File: src/rtl/i2s_sample_feeder.sv
// I2S sample feeder: FIFO-buffers 16-bit PCM samples and presents one
// stable sample per LRCK slot to the I2S serializer (AUD_XCK domain).
//
// Ports:
//   AUD_XCK        codec master clock, the only clock
//   reset          asynchronous reset, active-high
//   sample_in      PCM sample from the producer
//   sample_valid   producer offers sample_in
//   sample_ready   FIFO can accept (push = valid & ready)
//   enable         0: no pops, slots output zero, FIFO kept
//   flush          synchronous FIFO clear
//   AUD_LRCK       LRCK from the transmitter (0 = left)
//   audiodata      sample for the current slot
//   slot_right     audiodata belongs to the right slot
//   fill_level     samples held, 0..DEPTH
//   underrun_count saturating count of pops while empty
module i2s_sample_feeder #(
    parameter int DEPTH         = 16,
    parameter int AW            = 4,
    parameter bit MONO          = 1'b0,
    parameter bit UNDERRUN_HOLD = 1'b0
) (
    input  logic          AUD_XCK,
    input  logic          reset,
    input  logic [15:0]   sample_in,
    input  logic          sample_valid,
    output logic          sample_ready,
    input  logic          enable,
    input  logic          flush,
    input  logic          AUD_LRCK,
    output logic [15:0]   audiodata,
    output logic          slot_right,
    output logic [AW:0]   fill_level,
    output logic [15:0]   underrun_count
);

    localparam logic [AW:0]   L_FULL = (AW+1)'(DEPTH);
    localparam logic [AW:0]   L_ONE  = 1;
    localparam logic [AW-1:0] P_ONE  = 1;

    typedef enum logic {S_IDLE, S_LOAD} state_t;

    state_t        r_state;
    state_t        w_state_nxt;

    logic [15:0]   r_mem [DEPTH];
    logic [AW-1:0] r_wr_ptr;
    logic [AW-1:0] r_rd_ptr;
    logic [AW:0]   r_count;
    logic          r_lrck_q;
    logic          r_rst_done;
    logic [15:0]   r_audio;
    logic          r_slot;
    logic [15:0]   r_ucnt;

    logic          w_edge;
    logic          w_full;
    logic          w_empty;
    logic          w_push;
    logic          w_pop_slot;
    logic          w_take;
    logic          w_under;
    logic [15:0]   w_audio_nxt;

    assign w_edge  = AUD_LRCK ^ r_lrck_q;
    assign w_full  = (r_count == L_FULL);
    assign w_empty = (r_count == '0);

    // r_rst_done keeps ready low until the first clock after release
    assign sample_ready = r_rst_done & ~reset & ~flush & ~w_full;
    assign w_push       = sample_valid & sample_ready;

    assign audiodata      = r_audio;
    assign slot_right     = r_slot;
    assign fill_level     = r_count;
    assign underrun_count = r_ucnt;

    always_comb begin
        w_state_nxt = S_IDLE;
        w_pop_slot  = 1'b0;
        w_take      = 1'b0;
        w_under     = 1'b0;
        w_audio_nxt = r_audio;

        unique case (r_state)
            S_IDLE:  w_state_nxt = w_edge ? S_LOAD : S_IDLE;
            S_LOAD:  w_state_nxt = w_edge ? S_LOAD : S_IDLE;
            default: w_state_nxt = S_IDLE;
        endcase

        if (w_edge) begin
            // mono pops only on the falling edge; the right slot repeats
            w_pop_slot = enable & (~MONO | ~AUD_LRCK);
            // an edge during flush sees an empty FIFO
            w_take     = w_pop_slot & ~flush & ~w_empty;
            w_under    = w_pop_slot & (flush | w_empty);
            if (!enable) begin
                w_audio_nxt = '0;
            end else if (w_take) begin
                w_audio_nxt = r_mem[r_rd_ptr];
            end else if (w_under) begin
                w_audio_nxt = UNDERRUN_HOLD ? r_audio : '0;
            end
        end
    end

    always_ff @(posedge AUD_XCK or posedge reset) begin
        if (reset) begin
            r_state    <= S_IDLE;
            r_wr_ptr   <= '0;
            r_rd_ptr   <= '0;
            r_count    <= '0;
            r_lrck_q   <= 1'b0;
            r_rst_done <= 1'b0;
            r_audio    <= '0;
            r_slot     <= 1'b0;
            r_ucnt     <= '0;
        end else begin
            r_state    <= w_state_nxt;
            r_lrck_q   <= AUD_LRCK;
            r_rst_done <= 1'b1;
            if (w_edge) begin
                r_slot  <= AUD_LRCK;
                r_audio <= w_audio_nxt;
            end
            if (w_under && r_ucnt != 16'hFFFF) begin
                r_ucnt <= r_ucnt + 16'd1;
            end
            if (flush) begin
                r_wr_ptr <= '0;
                r_rd_ptr <= '0;
                r_count  <= '0;
            end else begin
                if (w_push) r_wr_ptr <= r_wr_ptr + P_ONE;
                if (w_take) r_rd_ptr <= r_rd_ptr + P_ONE;
                unique case ({w_push, w_take})
                    2'b10:   r_count <= r_count + L_ONE;
                    2'b01:   r_count <= r_count - L_ONE;
                    default: r_count <= r_count;
                endcase
            end
        end
    end

    always_ff @(posedge AUD_XCK) begin
        if (w_push) begin
            r_mem[r_wr_ptr] <= sample_in;
        end
    end

endmodule

File: config.mk
export PLATFORM = sky130hd
export DESIGN_NAME = i2s_sample_feeder
export DESIGN_NICKNAME = d
export VERILOG_FILES = /design/src/rtl/i2s_sample_feeder.sv
export SDC_FILE = /design/constraint.sdc
export NUM_CORES = 1
export LEC_CHECK = 0
export BUFFER_PORTS_ARGS = -buffer_cell sky130_fd_sc_hd__buf_4
export CAP_MARGIN = 30
export CORE_UTILIZATION = 50
export CTS_CLUSTER_DIAMETER = 100
export DETAILED_ROUTE_END_ITERATION = 16
export HOLD_SLACK_MARGIN = 0.12
export PLACE_DENSITY = 0.67
export SLEW_MARGIN = 20
export SYNTH_ARGS = -nofsm -noshare
export SYNTH_HDL_FRONTEND = slang
export SYNTH_SLANG_ARGS = --single-unit
File: constraint.sdc
create_clock -name AUD_XCK -period 3.65 [get_ports AUD_XCK]
set_input_delay 0 -clock AUD_XCK [delete_from_list [all_inputs] [get_ports AUD_XCK]]
set_output_delay 0 -clock AUD_XCK [all_outputs]
set_load 0.01 [all_outputs]
==> flow_metrics.env <==
export IMPL_cap_violations=0
export IMPL_synth_edff_count=256
export IMPL_placedCellCount=959
export IMPL_synth_warnings=0
export IMPL_postPlaceCellArea_sq_um=13000
export IMPL_cts_sinks=304
export IMPL_synth_seq_cells=304
export IMPL_synthArstFlopShare_pct=15.8
export IMPL_syn_to_final_growth_pct=18.8
export IMPL_yosysSeqAreaShare_pct=74.0
export IMPL_leakagePower_uw=0.00486
export IMPL_period_needed_ps=3090
export IMPL_num_vias=6006
export IMPL_placementRows=56
export IMPL_reg2reg_slack_ps=560
export IMPL_worst_pin_slew_ps=816
export IMPL_antenna_found_initial=0
export IMPL_synth_ff_type="edfxtp_1"
export IMPL_postCtsSetupRepairBufs=0
export IMPL_drc=0
export IMPL_netlist_instances=581
export IMPL_p_sw_share_pct=22.2
export IMPL_cp_max_fo=7
export IMPL_cp_start_kind="flip-flop"
export IMPL_grt_max_degree=41
export IMPL_syn_nets=611
export IMPL_max_slew_margin_pct=45.6
export IMPL_crit_path_end_kind="flip-flop"
export IMPL_mostFrequentLayoutCell="edfxtp_1"
export IMPL_avgSynthCellArea_sq_um=20.7
export IMPL_grt_pass1_vias=6338
export IMPL_worstSetupPathType="reg -> reg"
export IMPL_setup_viol=0
export IMPL_wl_met3_mm=1.43
export IMPL_synth_largest_area_cell="edfxtp_1"
export IMPL_power_density_nw_per_um2=552
export IMPL_fmax_mhz=324
export IMPL_final_nets=726
export IMPL_layout_cells_non_filler=1039
export IMPL_chipWidth_microns=157
export IMPL_tns_ps=0
export IMPL_cts_made_buffers=30
export IMPL_cp_required_ps=4080
export IMPL_grt_usage_pct=21.3
export IMPL_hp_class="in -> reg"
export IMPL_ios=61
export IMPL_p_clk_share_pct=40.3
export IMPL_drt_initial_drc_count=587
export IMPL_detail_route_antenna_nets=0
export IMPL_port_buffers=60
export IMPL_clock_skew_ps=13.6
export IMPL_synth_area_sq_um=12000
export IMPL_slowest_delay_ps=510
export IMPL_drive_above_1_share_pct=31.9
export IMPL_clockBufferDepth=3
export IMPL_netlist_cell_type_count=41
export IMPL_wirelength_mm=24.7
export IMPL_initial_core_util_pct=51.0
export IMPL_first_pass_iters=5
export IMPL_maxUsedRoutingLayer="met4"
export IMPL_vdd_drop_max_mv=0.362
export IMPL_synth_area_leaders="edfxtp_1 (64%), mux4_2 (15%), dfrtp_1 (10%), a22o_1 (1.3%), xnor2_1 (1.2%)"
export IMPL_pwr_share_seq_pct=50.2
export IMPL_grt_overflow_total=0
export IMPL_wl_met2_mm=12.8
export IMPL_hpwl_mm=14.6
export IMPL_clock_latency_ps=560
export IMPL_root_buffer="clkbuf_16"
export IMPL_gp_congestion=0.866
export IMPL_crit_family="simple AND/OR/NAND/NOR gates"
export IMPL_switching_power_uw=1750
export IMPL_wl_met1_mm=9.93
export IMPL_crit_buf_inv=1
export IMPL_stdcell_area_sq_um=14300
export IMPL_final_max_slew_viol_count=0
export IMPL_fillers=1651
export IMPL_status="finished clean"
export IMPL_internal_power_uw=6130
export IMPL_hold_violations=0
export IMPL_finalCritPeriodShare_pct=84.7
export IMPL_rsz0062_at_grt="no"
export IMPL_viasPerCell=5.78
export IMPL_core_area_sq_um=23500
export IMPL_ctsHtreeMaxLevel=1
export IMPL_cts_tree="built"
export IMPL_pwr_share_comb_pct=9.5
export IMPL_die_area_sq_um=24600
export IMPL_final_util_pct=60.6
export IMPL_diodes=0
export IMPL_final_cell_mix="edfxtp_1 (256), buf_4 (82), mux4_2 (80), dfrtp_1 (46), clkbuf_16 (30)"
export IMPL_synth_top_area_share_pct=64.0
export IMPL_die_y_microns=157
export IMPL_critPathSlowestCell="nor4_4"
export IMPL_clk_pin_slew_worst_paths_ps=60
export IMPL_grt_pass1_wl_mm=37.9
export IMPL_path_cells="nor4_4 -> a2111o_1 -> nand2_1 -> inv_2 -> xnor2_1 -> ha_1 -> nor2_1 -> or3_1 -> a221oi_2 -> a21o_1 -> nand3_1"
export IMPL_routedWlPerCell_microns=23.8
export IMPL_arrival_ps=3520
==> flip-flops by register name, indices dropped and copies added, names as in the netlist <==
| signal | flops |
|---|---|
| r_wr_ptr | 4 |
| r_lrck_q | 1 |
| r_mem | 256 |
| audiodata | 16 |
| r_rst_done | 1 |
| r_rd_ptr | 4 |
| underrun_count | 16 |
| fill_level | 5 |
| slot_right | 1 |
==> logic make-up (layout without fill, tap and decap cells) <==
kind of cell / after synthesis / in the layout / synth area share [%]
other cells: 1 / 1 / 0.0312
compound gates: 39 / 39 / 2.99
xor+xnor: 23 / 23 / 1.74
fa+ha+maj: 8 / 8 / 0.834
buf+inv: 35 / 174 / 1.23
simple gates: 90 / 90 / 4.04
mux: 81 / 81 / 15.1
flops: 304 / 304 / 74.0
==> metal layers <==
layer	vias up	track usage, %
li1	2609	-
met1	3155	28.4
met2	201	36.1
met3	41	3.72
met4	0	5.84
met5	-	0
==> power groups by stage <==
stage	clock, uW	sequential, uW	combinational (uW)
2_1_floorplan	0	4000	481
3_3_place_gp	0	4020	715
3_5_place_dp	0	4030	739
4_1_cts	3250	3950	762
5_1_grt	3380	3970	813
6_report	3180	3950	748
==> through the flow <==
| stage | hold WS (ps) | power (uW) | worst slack (ps) |
|---|---|---|---|
| 6_report | 250 | 7880 | 559 |
| 3_3_place_gp | -60.1 | 4740 | 789 |
| 4_1_cts | 234 | 7960 | 628 |
| 2_1_floorplan | 31.4 | 4480 | 918 |
| 5_1_grt | 275 | 8160 | 395 |
| 3_5_place_dp | -55.6 | 4770 | 636 |
==> cells in the mapped netlist, types with 2 or more instances <==
master,number
nor4_4,2
a21oi_1,5
nand3_1,7
ha_1,8
a21o_1,2
xor2_1,6
nor2_1,21
mux4_2,80
nand4_1,6
and2_1,8
clkbuf_1,14
xnor2_1,16
edfxtp_1,256
nor3_1,4
and3_1,6
buf_1,4
a2111oi_4,2
buf_2,7
a22o_1,18
buf_4,2
or3_1,3
and4_1,6
inv_1,6
o21ai_1,2
dfrtp_1,48
o21ai_0,2
nand2_1,25
a2111o_1,2
==> path summary, 6_finish.rpt <==
check / from / to / depth (start not counted)
setup / recovery: fill_level[0] / fill_level[4] / 11
hold / removal: AUD_LRCK / slot_right / 4
setup reg to reg: fill_level[0] / fill_level[4] / 11
hold reg to reg: underrun_count[12] / underrun_count[12] / 1
max in group asynchronous: reset / audiodata[15] / 5
min in group asynchronous: reset / r_rd_ptr[1] / 4
==> area by class of cell <==
| type | instances | area (sq um) | share of cell area [%] |
|---|---|---|---|
| Sequential cell | 304 | 8890 | 62.4 |
| Multi-Input combinational cell | 242 | 2970 | 20.8 |
| Timing Repair Buffer | 110 | 931 | 6.53 |
| Clock buffer | 33 | 772 | 5.41 |
| Tap cell | 319 | 399 | 2.80 |
| Clock inverter | 23 | 265 | 1.86 |
| Inverter | 8 | 30.0 | 0.211 |
==> timing repair <==
action                    CTS  global route
gates resized for setup     0             0
hold endpoints to repair  331             0
hold buffers               24             0
==> tightest hold or removal path: stages <==
cell	delay (ps)
dlygate4sd3_1	520
buf_4	130
nand2_1	50
o21ai_0	60
Note: power is estimated with default switching activity, not from simulation.
